--- config.mk ---
export PLATFORM = sky130hd
export DESIGN_NAME = ram_dump_reader
export DESIGN_NICKNAME = d
export VERILOG_FILES = /design/src/rtl/ram_dump_reader.sv
export SDC_FILE = /design/constraint.sdc
export NUM_CORES = 1
export LEC_CHECK = 0
export BUFFER_PORTS_ARGS = -buffer_cell sky130_fd_sc_hd__buf_2
export CAP_MARGIN = 30
export CORE_MARGIN = 8
export CORE_UTILIZATION = 56
export CTS_CLUSTER_SIZE = 14
export DETAILED_ROUTE_END_ITERATION = 8
export HOLD_SLACK_MARGIN = 0.03
export PLACE_DENSITY = 0.81
export SLEW_MARGIN = 20
export SYNTH_ARGS = -nofsm -noshare
export SYNTH_HDL_FRONTEND = slang
export SYNTH_SLANG_ARGS = --single-unit
--- constraint.sdc ---
create_clock -name ph1 -period 3.49 [get_ports ph1]
set_input_delay 0.5235 -clock ph1 [delete_from_list [all_inputs] [get_ports ph1]]
set_output_delay 0.5235 -clock ph1 [all_outputs]
set_load 0.03 [all_outputs]
--- src/rtl/ram_dump_reader.sv ---
// ram_dump_reader: streams a contiguous RAM window out as a byte stream.
// Reads are issued on the RAM secondary read port, the returned bytes go
// through a small prefetch FIFO and leave on a valid/ready stream.
// Optional feature macro: DUMP_CHECKSUM_EN appends an XOR checksum byte
// (state CSUM) after the last data byte and moves out_last onto it.
//
// Stream handshake: out_valid/out_data/out_last are offered by the block;
// a byte transfers on a rising ph1 edge where out_valid & out_ready.  Once
// out_valid is high it stays high with data and last unchanged until the
// transfer happens.  out_last is only meaningful while out_valid is high.
module ram_dump_reader #(
  parameter int AW         = 12,
  parameter int FIFO_DEPTH = 2    // 2 or 4 entries
) (
  input  logic          ph1,
  input  logic          resetb,
  input  logic          start,
  input  logic [AW-1:0] start_addr,
  input  logic [AW-1:0] length,
  output logic          busy,
  output logic          done,
  output logic          mem_re,
  output logic [AW-1:0] mem_addr,
  input  logic [7:0]    mem_rdata,
  output logic [7:0]    out_data,
  output logic          out_valid,
  input  logic          out_ready,
  output logic          out_last,
  output logic [2:0]    dbg_state
);

  localparam int PW = $clog2(FIFO_DEPTH);
  localparam int CW = PW + 1;
`ifdef DUMP_CHECKSUM_EN
  localparam bit CSUM_ON = 1'b1;
`else
  localparam bit CSUM_ON = 1'b0;
`endif

  typedef enum logic [2:0] {
    S_IDLE  = 3'd0,
    S_FETCH = 3'd1,
    S_DRAIN = 3'd2,
    S_DONE  = 3'd3
`ifdef DUMP_CHECKSUM_EN
    ,
    S_CSUM  = 3'd4
`endif
  } state_e;

  state_e        state_q, state_d;
  logic [AW-1:0] addr_q, addr_d;
  logic [AW-1:0] rd_left_q, rd_left_d;
  logic [AW-1:0] tx_left_q, tx_left_d;
  logic          inflight_q, inflight_d;   // a read was issued last cycle
  logic [PW-1:0] wr_ptr_q, wr_ptr_d;
  logic [PW-1:0] rd_ptr_q, rd_ptr_d;
  logic [CW-1:0] count_q, count_d;
  logic [7:0]    fifo_q [FIFO_DEPTH];
  logic [7:0]    fifo_d [FIFO_DEPTH];
`ifdef DUMP_CHECKSUM_EN
  logic [7:0]    csum_q, csum_d;
`endif

  logic data_valid;
  logic data_xfer;
  logic push;
  logic pop;
  logic room;

  // Control and pointer registers with asynchronous abort.
  always_ff @(posedge ph1 or negedge resetb) begin
    if (!resetb) begin
      state_q    <= S_IDLE;
      addr_q     <= '0;
      rd_left_q  <= '0;
      tx_left_q  <= '0;
      inflight_q <= 1'b0;
      wr_ptr_q   <= '0;
      rd_ptr_q   <= '0;
      count_q    <= '0;
`ifdef DUMP_CHECKSUM_EN
      csum_q     <= '0;
`endif
    end else begin
      state_q    <= state_d;
      addr_q     <= addr_d;
      rd_left_q  <= rd_left_d;
      tx_left_q  <= tx_left_d;
      inflight_q <= inflight_d;
      wr_ptr_q   <= wr_ptr_d;
      rd_ptr_q   <= rd_ptr_d;
      count_q    <= count_d;
`ifdef DUMP_CHECKSUM_EN
      csum_q     <= csum_d;
`endif
    end
  end

  // FIFO storage; contents are don't-care while the count says empty.
  always_ff @(posedge ph1) begin
    fifo_q <= fifo_d;
  end

  // Next-state, read issue, FIFO bookkeeping and stream head selection.
  always_comb begin
    state_d    = state_q;
    addr_d     = addr_q;
    rd_left_d  = rd_left_q;
    tx_left_d  = tx_left_q;
    inflight_d = 1'b0;
    wr_ptr_d   = wr_ptr_q;
    rd_ptr_d   = rd_ptr_q;
    count_d    = count_q;
    fifo_d     = fifo_q;
    mem_re     = 1'b0;
    out_valid  = 1'b0;
    out_data   = '0;
    out_last   = 1'b0;
    data_valid = 1'b0;
    push       = 1'b0;
    pop        = 1'b0;
`ifdef DUMP_CHECKSUM_EN
    csum_d     = csum_q;
`endif

    // Head: oldest buffered byte, else the byte returning from RAM this
    // cycle goes straight out so a streaming dump costs no extra latency.
    if (count_q != '0) begin
      data_valid = 1'b1;
      out_data   = fifo_q[rd_ptr_q];
    end else if (inflight_q) begin
      data_valid = 1'b1;
      out_data   = mem_rdata;
    end
    out_valid = data_valid;
    out_last  = data_valid && !CSUM_ON && (tx_left_q == AW'(1));
    data_xfer = data_valid && out_ready;

`ifdef DUMP_CHECKSUM_EN
    if (state_q == S_CSUM) begin
      out_valid = 1'b1;
      out_data  = csum_q;
      out_last  = 1'b1;
    end
    if (data_xfer) csum_d = csum_q ^ out_data;
`endif

    // Returned byte is buffered unless it bypassed straight out.
    if (inflight_q && !(count_q == '0 && out_ready)) begin
      fifo_d[wr_ptr_q] = mem_rdata;
      wr_ptr_d         = wr_ptr_q + 1'b1;
      push             = 1'b1;
    end
    if (data_xfer && count_q != '0) begin
      rd_ptr_d = rd_ptr_q + 1'b1;
      pop      = 1'b1;
    end
    count_d = count_q + CW'(push) - CW'(pop);
    if (data_xfer) tx_left_d = tx_left_q - 1'b1;

    // A read is only issued when its byte is guaranteed a FIFO slot.
    room = (count_q + CW'(inflight_q)) < CW'(FIFO_DEPTH);
    if (state_q == S_FETCH && rd_left_q != '0 && room) begin
      mem_re     = 1'b1;
      addr_d     = addr_q + 1'b1;
      rd_left_d  = rd_left_q - 1'b1;
      inflight_d = 1'b1;
    end

    case (state_q)
      S_IDLE: begin
        if (start) begin
`ifdef DUMP_CHECKSUM_EN
          csum_d = '0;
`endif
          if (length != '0) begin
            addr_d    = start_addr;
            rd_left_d = length;
            tx_left_d = length;
            state_d   = S_FETCH;
          end else begin
            state_d = S_DONE;
          end
        end
      end
      S_FETCH: begin
        if (rd_left_d == '0) state_d = S_DRAIN;
      end
      S_DRAIN: begin
`ifdef DUMP_CHECKSUM_EN
        if (tx_left_d == '0) state_d = S_CSUM;
`else
        if (tx_left_d == '0) state_d = S_DONE;
`endif
      end
`ifdef DUMP_CHECKSUM_EN
      S_CSUM: begin
        if (out_ready) state_d = S_DONE;
      end
`endif
      S_DONE: state_d = S_IDLE;
      default: state_d = S_IDLE;
    endcase
  end

  assign busy      = (state_q != S_IDLE);
  assign done      = (state_q == S_DONE);
  assign mem_addr  = addr_q;
  assign dbg_state = state_q;

endmodule

==> flow_metrics.py, run 1 <==
metrics = {
    "status": {
        "status": "complete, no violations",
    },
    "placed_design": {
        "placed_area_um2": 3712,
        "dpl.cell_count": 474,
        "hpwl_um": 6273,
        "pre_cts_ws_ns": 0.5759,
        "port_buffers": 62,
        "place_congestion": 1.009,
    },
    "sta": {
        "fmax_ghz": 0.3069,
        "setup_viol": 0,
        "worstMarginPinSlew_ns": 0.8992,
        "rsz0062_at_grt": "no",
        "relSlewSlack_pct": 39.89,
        "period_minus_slack_ns": 3.258,
        "hold_slack_ns": 0.1120,
        "fin_skew_ns": 0.009469,
        "finalWorstSetupSlack_ns": 0.2316,
        "hold_viol_final": 0,
        "tns_ns": 0,
        "period_share_pct": 93.36,
        "finalMaxSlewViolations": 0,
    },
    "pwr": {
        "vdd_ir_drop_max_mv": 0.6034,
        "power_mw": 3.760,
        "leakage_nw": 1.622,
        "p_per_area_nw_per_um2": 947.9,
    },
    "worst_setup_path": {
        "crit_chain": "inv_1 -> ha_1 -> or4b_1 -> nor4_4 -> nand2b_1 -> inv_1 -> buf_2",
        "critPathMaxFanout": 12,
        "cpPeakStageDelay_ns": 0.54,
        "critPathTopFamily": "simple AND/OR/NAND/NOR gates",
        "crit_buf_inv": 3,
        "critPathSlowestCell": "or4b_1",
        "worstPathArrival_ns": 2.73,
        "criticalPathCategory": "reg -> out",
        "endpoint_kind": "primary output",
        "crit_required_ns": 2.97,
        "cp-start-kind": "flip-flop",
        "critPathMostFrequentCell": "inv_1",
    },
    "synthesis": {
        "synthFlopType": "dfrtp_1",
        "ys_ff_latch": 59,
        "netlist_instances": 351,
        "syn_area_um2": 3366,
        "yosysSeqAreaShare_pct": 46.25,
        "synth_fp_nets": 398,
        "async_reset_ff_share_pct": 72.88,
        "yosysWarningCount": 0,
        "syn_avg_cell_area_um2": 9.589,
        "synth_edf_count": 16,
        "synth_cell_types": 48,
    },
    "clock_tree": {
        "clk_pin_slew_ns": 0.07,
        "cts_buffers": 9,
        "clkLatencyLatePin_ns": 0.34,
        "cts.htree.levels": 3,
        "root_buffer": "clkbuf_8",
        "holdBufCountCts": 0,
        "cts_tree": "yes",
        "cts_max_path_buffers": 2,
        "cts_setup_buffers": 0,
        "cts-resized-gates": 0,
        "cts_sinks": 59,
    },
    "finish": {
        "final_cell_mix": "buf_2 (62), dfrtp_1 (43), nand2_1 (35)",
        "fillers": 447,
        "utilization_pct": 67.79,
        "final_area_um2": 3966,
        "drive_above_1_share_pct": 22.25,
        "final_nets": 460,
        "diodes": 0,
        "layout_commonest_cell": "buf_2",
        "area_growth_pct": 17.84,
        "fin_cells": 493,
    },
    "floorplan": {
        "die_w_um": 93.53,
        "start_util_pct": 57.53,
        "die-area_um2": 8747,
        "die_h_um": 93.53,
        "core_um2": 5851,
        "io_pins": 64,
        "rows": 28,
    },
    "route": {
        "dr.first_iter.drc_count": 164,
        "wl_per_cell_um": 17.10,
        "drtPass1Iterations": 4,
        "via_count": 2940,
        "drt.antenna.violating_nets": 0,
        "wl_um": 8430,
        "viasPerCell": 5.963,
        "drc_errors": 0,
    },
    "global_route": {
        "grt_overflow_total": 0,
        "grt_pass1_wl_um": 13930,
        "antenna_found_initial": 0,
        "grt_pass1_vias": 2971,
        "grt_use_total_pct": 20.18,
        "grt_start_max_net_pins": 44,
    },
    "job": {
        "maxCapViolCount": 0,
    },
    "hold_path": {
        "min_path_type": "in -> async",
    },
}
## cell usage after synthesis, drive strengths merged (2+ instances only)
library cell | instances | share of area, %
nand4 | 4 | 0.74
edfxtp | 16 | 14
nand3 | 22 | 3.3
o21ai | 32 | 4.8
nor2b | 4 | 0.74
mux2i | 11 | 3.3
nor4 | 9 | 2.1
ha | 11 | 4.1
or3 | 5 | 0.93
a31oi | 3 | 0.56
nand2 | 35 | 3.9
xor2 | 14 | 3.6
clkbuf | 12 | 1.3
and3 | 6 | 1.1
nor3 | 10 | 1.5
nor3b | 2 | 0.45
dfrtp | 43 | 32
a221oi | 2 | 0.71
a21oi | 16 | 2.4
inv | 13 | 1.4
o2111ai | 2 | 0.52
mux2 | 2 | 0.67
buf | 2 | 0.37
nor2 | 23 | 2.6
or4 | 2 | 0.56
nand3b | 2 | 0.45
o211ai | 5 | 1.3
nor4b | 4 | 1.0
xnor2 | 19 | 4.9
or2 | 8 | 1.5
## worst register-to-register path: cells and delay by family, from the launching register on
family / cells / cell delay, ns
fa+ha+maj: 1 / 0.28
mux: 1 / 0.35
simple gates: 3 / 1.00
compound gates: 3 / 0.70
buf+inv: 1 / 0.09
flops: 1 / 0.43
## layout make-up
type / count / area [µm²] / share of cell area, %
clock inverter: 7 / 91.34 / 2.303
tap: 75 / 93.84 / 2.366
clock buffer: 9 / 123.9 / 3.123
multi-input combinational: 265 / 1703 / 42.93
timing repair buffer: 65 / 349.1 / 8.801
sequential: 59 / 1556 / 39.24
inverter: 13 / 48.80 / 1.230
## routing by layer
metal	track usage, %	vias up	share of wire, %
met3	5.849	26	8.0
li1	-	1391	-
met5	0	-	0
met1	24.83	1411	43
met2	30.85	112	46
met4	11.81	0	3.3
## flip-flops by register name, summed over array words and instances (netlist names)
name and cells:
count_q 2, dbg_state 2, fifo_q 16, inflight_q 1, mem_addr 12, rd_left_q 12, rd_ptr_q 1, tx_left_q 12
wr_ptr_q 1
## final timing paths
check                                  startpoint                        to  slack (ns)  cells past startpoint
max                        rd_left_q[0]$_DFF_PN0_                    mem_re        0.23                      7
min                                        resetb      count_q[0]$_DFF_PN0_        0.11                      1
max reg2reg                rd_left_q[0]$_DFF_PN0_  dbg_state[1]$_DFFE_PN0P_        0.53                      9
min reg2reg                  wr_ptr_q$_DFFE_PN0P_      wr_ptr_q$_DFFE_PN0P_        0.50                      1
max in group asynchronous                  resetb  dbg_state[1]$_DFFE_PN0P_        2.89                      2
min in group ph1                    start_addr[2]     mem_addr[2]$_DFF_PN0_        0.38                      3
## logic make-up (layout without fill, tap and decap cells)
group	after synthesis	in the layout	synth area share, %
buf+inv	27	94	3.160
xor+xnor	33	33	8.587
fa+ha+maj	11	11	4.089
compound gates	68	68	12.23
flops	59	59	46.25
other cells	1	1	0.1114
simple gates	139	139	21.64
mux	13	13	3.941
## where the power goes
part           internal, mW  switching [mW]
Sequential            0.997           0.392
Clock                 0.399           0.284
Combinational         0.638            1.05
Total                  2.03            1.73
(Power assumes the default switching activity.)
==> run 2, diff against run 1 <==
==> constraint.sdc (replaced) <==
create_clock -name ph1 -period 3.01 [get_ports ph1]
set_input_delay 0.4515 -clock ph1 [delete_from_list [all_inputs] [get_ports ph1]]
set_output_delay 0.4515 -clock ph1 [all_outputs]
set_load 0.03 [all_outputs]
==> run 2 against run 1 <==
Non-clock buffer count grew 9. Final area grew 2.4%. Wire length grew 4.0%. Clock skew shrank 0.0037 ns. Highest routed layer unchanged.
==> flow_metrics.py, run 2 (synthesis results as in run 1) <==
metrics = {
    "route": {
        "wl_per_cell_um": 17.47,
        "drtPass1Iterations": 4,
        "wl_um": 8768,
        "met3_length_um": 681,
        "wl_met2_um": 4164,
        "wl_met1_um": 3612,
        "maxUsedRoutingLayer": "met4",
        "viasPerCell": 5.926,
        "drt.antenna.violating_nets": 0,
        "via_count": 2975,
        "dr.first_iter.drc_count": 144,
        "drc_errors": 0,
    },
    "sta": {
        "finalMaxSlewViolations": 0,
        "relSlewSlack_pct": 50.42,
        "period_minus_slack_ns": 2.974,
        "hold_viol_final": 0,
        "hold_slack_ns": 0.1135,
        "fmax_ghz": 0.3362,
        "setup_viol": 0,
        "worstMarginPinSlew_ns": 0.7359,
        "period_share_pct": 98.80,
        "fin_skew_ns": 0.005790,
        "tns_ns": 0,
    },
    "global_route": {
        "grt_start_max_net_pins": 44,
        "antenna_found_initial": 0,
        "grt_use_total_pct": 20.39,
        "grt_overflow_total": 0,
        "grt_pass1_wl_um": 13920,
        "grt_pass1_vias": 2929,
    },
    "floorplan": {
        "start_util_pct": 57.53,
        "die-area_um2": 8747,
        "rows": 28,
        "io_pins": 64,
        "die_w_um": 93.53,
        "die_h_um": 93.53,
        "core_um2": 5851,
    },
    "clock_tree": {
        "cts.htree.levels": 3,
        "clk_pin_slew_ns": 0.07,
        "clkLatencyLatePin_ns": 0.34,
        "cts_max_path_buffers": 2,
        "root_buffer": "clkbuf_8",
        "cts_buffers": 9,
        "cts_tree": "yes",
        "cts_sinks": 59,
    },
    "worst_setup_path": {
        "crit_chain": "inv_2 -> ha_4 -> or4b_4 -> nor4_4 -> buf_4 -> nor3_1 -> o211ai_1 -> nand4_1 -> a221oi_2 -> mux2_4",
        "endpoint_kind": "flip-flop",
        "reg2reg_depth": 10,
        "worstPathArrival_ns": 3.20,
        "timing.rr.start": "rd_left_q[0]$_DFF_PN0_",
        "cpPeakStageDelay_ns": 0.49,
        "r2r_slack_ns": 0.04,
        "worstSetupStartpoint": "rd_left_q[0]$_DFF_PN0_",
        "cp-start-kind": "flip-flop",
        "critPathMaxFanout": 5,
        "critPathSlowestCell": "or4b_4",
        "criticalPathCategory": "reg -> reg",
        "crit_end": "dbg_state[1]$_DFFE_PN0P_",
        "crit_required_ns": 3.23,
        "r2r-end": "dbg_state[1]$_DFFE_PN0P_",
    },
    "finish": {
        "area_growth_pct": 20.67,
        "drive_above_1_share_pct": 25.76,
        "diodes": 0,
        "final_cell_mix": "buf_2 (61), dfrtp_1 (42), nand2_1 (35)",
        "layout_commonest_cell": "buf_2",
        "final_nets": 469,
        "largest_register_ffs": 16,
        "utilization_pct": 69.42,
        "max_flop_register": "fifo_q",
    },
    "hold_path": {
        "min_path_type": "in -> async",
    },
    "job": {
        "maxCapViolCount": 0,
    },
    "placed_design": {
        "hpwl_um": 6325,
        "port_buffers": 62,
        "place_congestion": 0.9569,
    },
    "pwr": {
        "vdd_ir_drop_max_mv": 0.6344,
        "leakage_nw": 1.662,
        "p_per_area_nw_per_um2": 1110,
    },
    "status": {
        "status": "complete, no violations",
    },
}
## run 2: worst min-delay path by stage
stage	end	depth (start not counted)
final	tx_left_q[3]$_DFF_PN0_	1
after global routing	tx_left_q[5]$_DFF_PN0_	1
after CTS	mem_addr[7]$_DFF_PN0_	3
after detailed placement	wr_ptr_q$_DFFE_PN0P_	1
after global placement	wr_ptr_q$_DFFE_PN0P_	1
after floorplan	count_q[0]$_DFF_PN0_	0
## run 2: through the flow
| stage | cell area (µm²) | cells | total power [mW] | setup slack, ns |
|---|---|---|---|---|
| floorplan | 3366 | 351 | 2.972 | 0.3232 |
| global placement | 3750 | 479 | 3.485 | 0.3063 |
| detailed placement | 3750 | 479 | 3.562 | 0.1215 |
| CTS | 3978 | 496 | 4.378 | 0.05128 |
| global route | 4061 | 502 | 4.794 | -0.07221 |
| finish | 4061 | 502 | 4.508 | 0.03598 |
## run 2: critical path, delay by kind of cell (launching register included)
| kind | cells | cell delay, ns |
|---|---|---|
| DFF | 1 | 0.44 |
| buffers and inverters | 2 | 0.27 |
| AOI/OAI and AO/OA | 2 | 0.64 |
| adders and majority gates | 1 | 0.13 |
| and+or+nand+nor | 4 | 1.05 |
| muxes | 1 | 0.34 |
## run 2: report_power, final
part | switching [mW] | total [mW] | internal [mW]
clock network | 0.326 | 0.788 | 0.462
registers | 0.433 | 1.59 | 1.16
logic | 1.30 | 2.13 | 0.832
## run 2: cell type report
type / instances / area (µm²)
inverters: 13 / 52.55
repair buffers: 74 / 410.4
fillers: 455 / 1789
multi-input cells: 265 / 1730
clock buffers: 9 / 123.9
flip-flops and latches: 59 / 1558
clock inverters: 7 / 92.59
well taps: 75 / 93.84
## run 2: what timing repair did
action | in CTS | in global routing
pin swaps | 0 | 4
hold buffers | 0 | 0
resized for setup | 1 | 8
buffers inserted | 1 | 5
setup endpoints to repair | 1 | 2
## run 2: metal layers
metal | up-vias | global-route usage (%)
met4 | 0 | 11.81
met1 | 1414 | 24.17
met5 | - | 0
met3 | 30 | 6.811
li1 | 1405 | -
met2 | 126 | 31.61
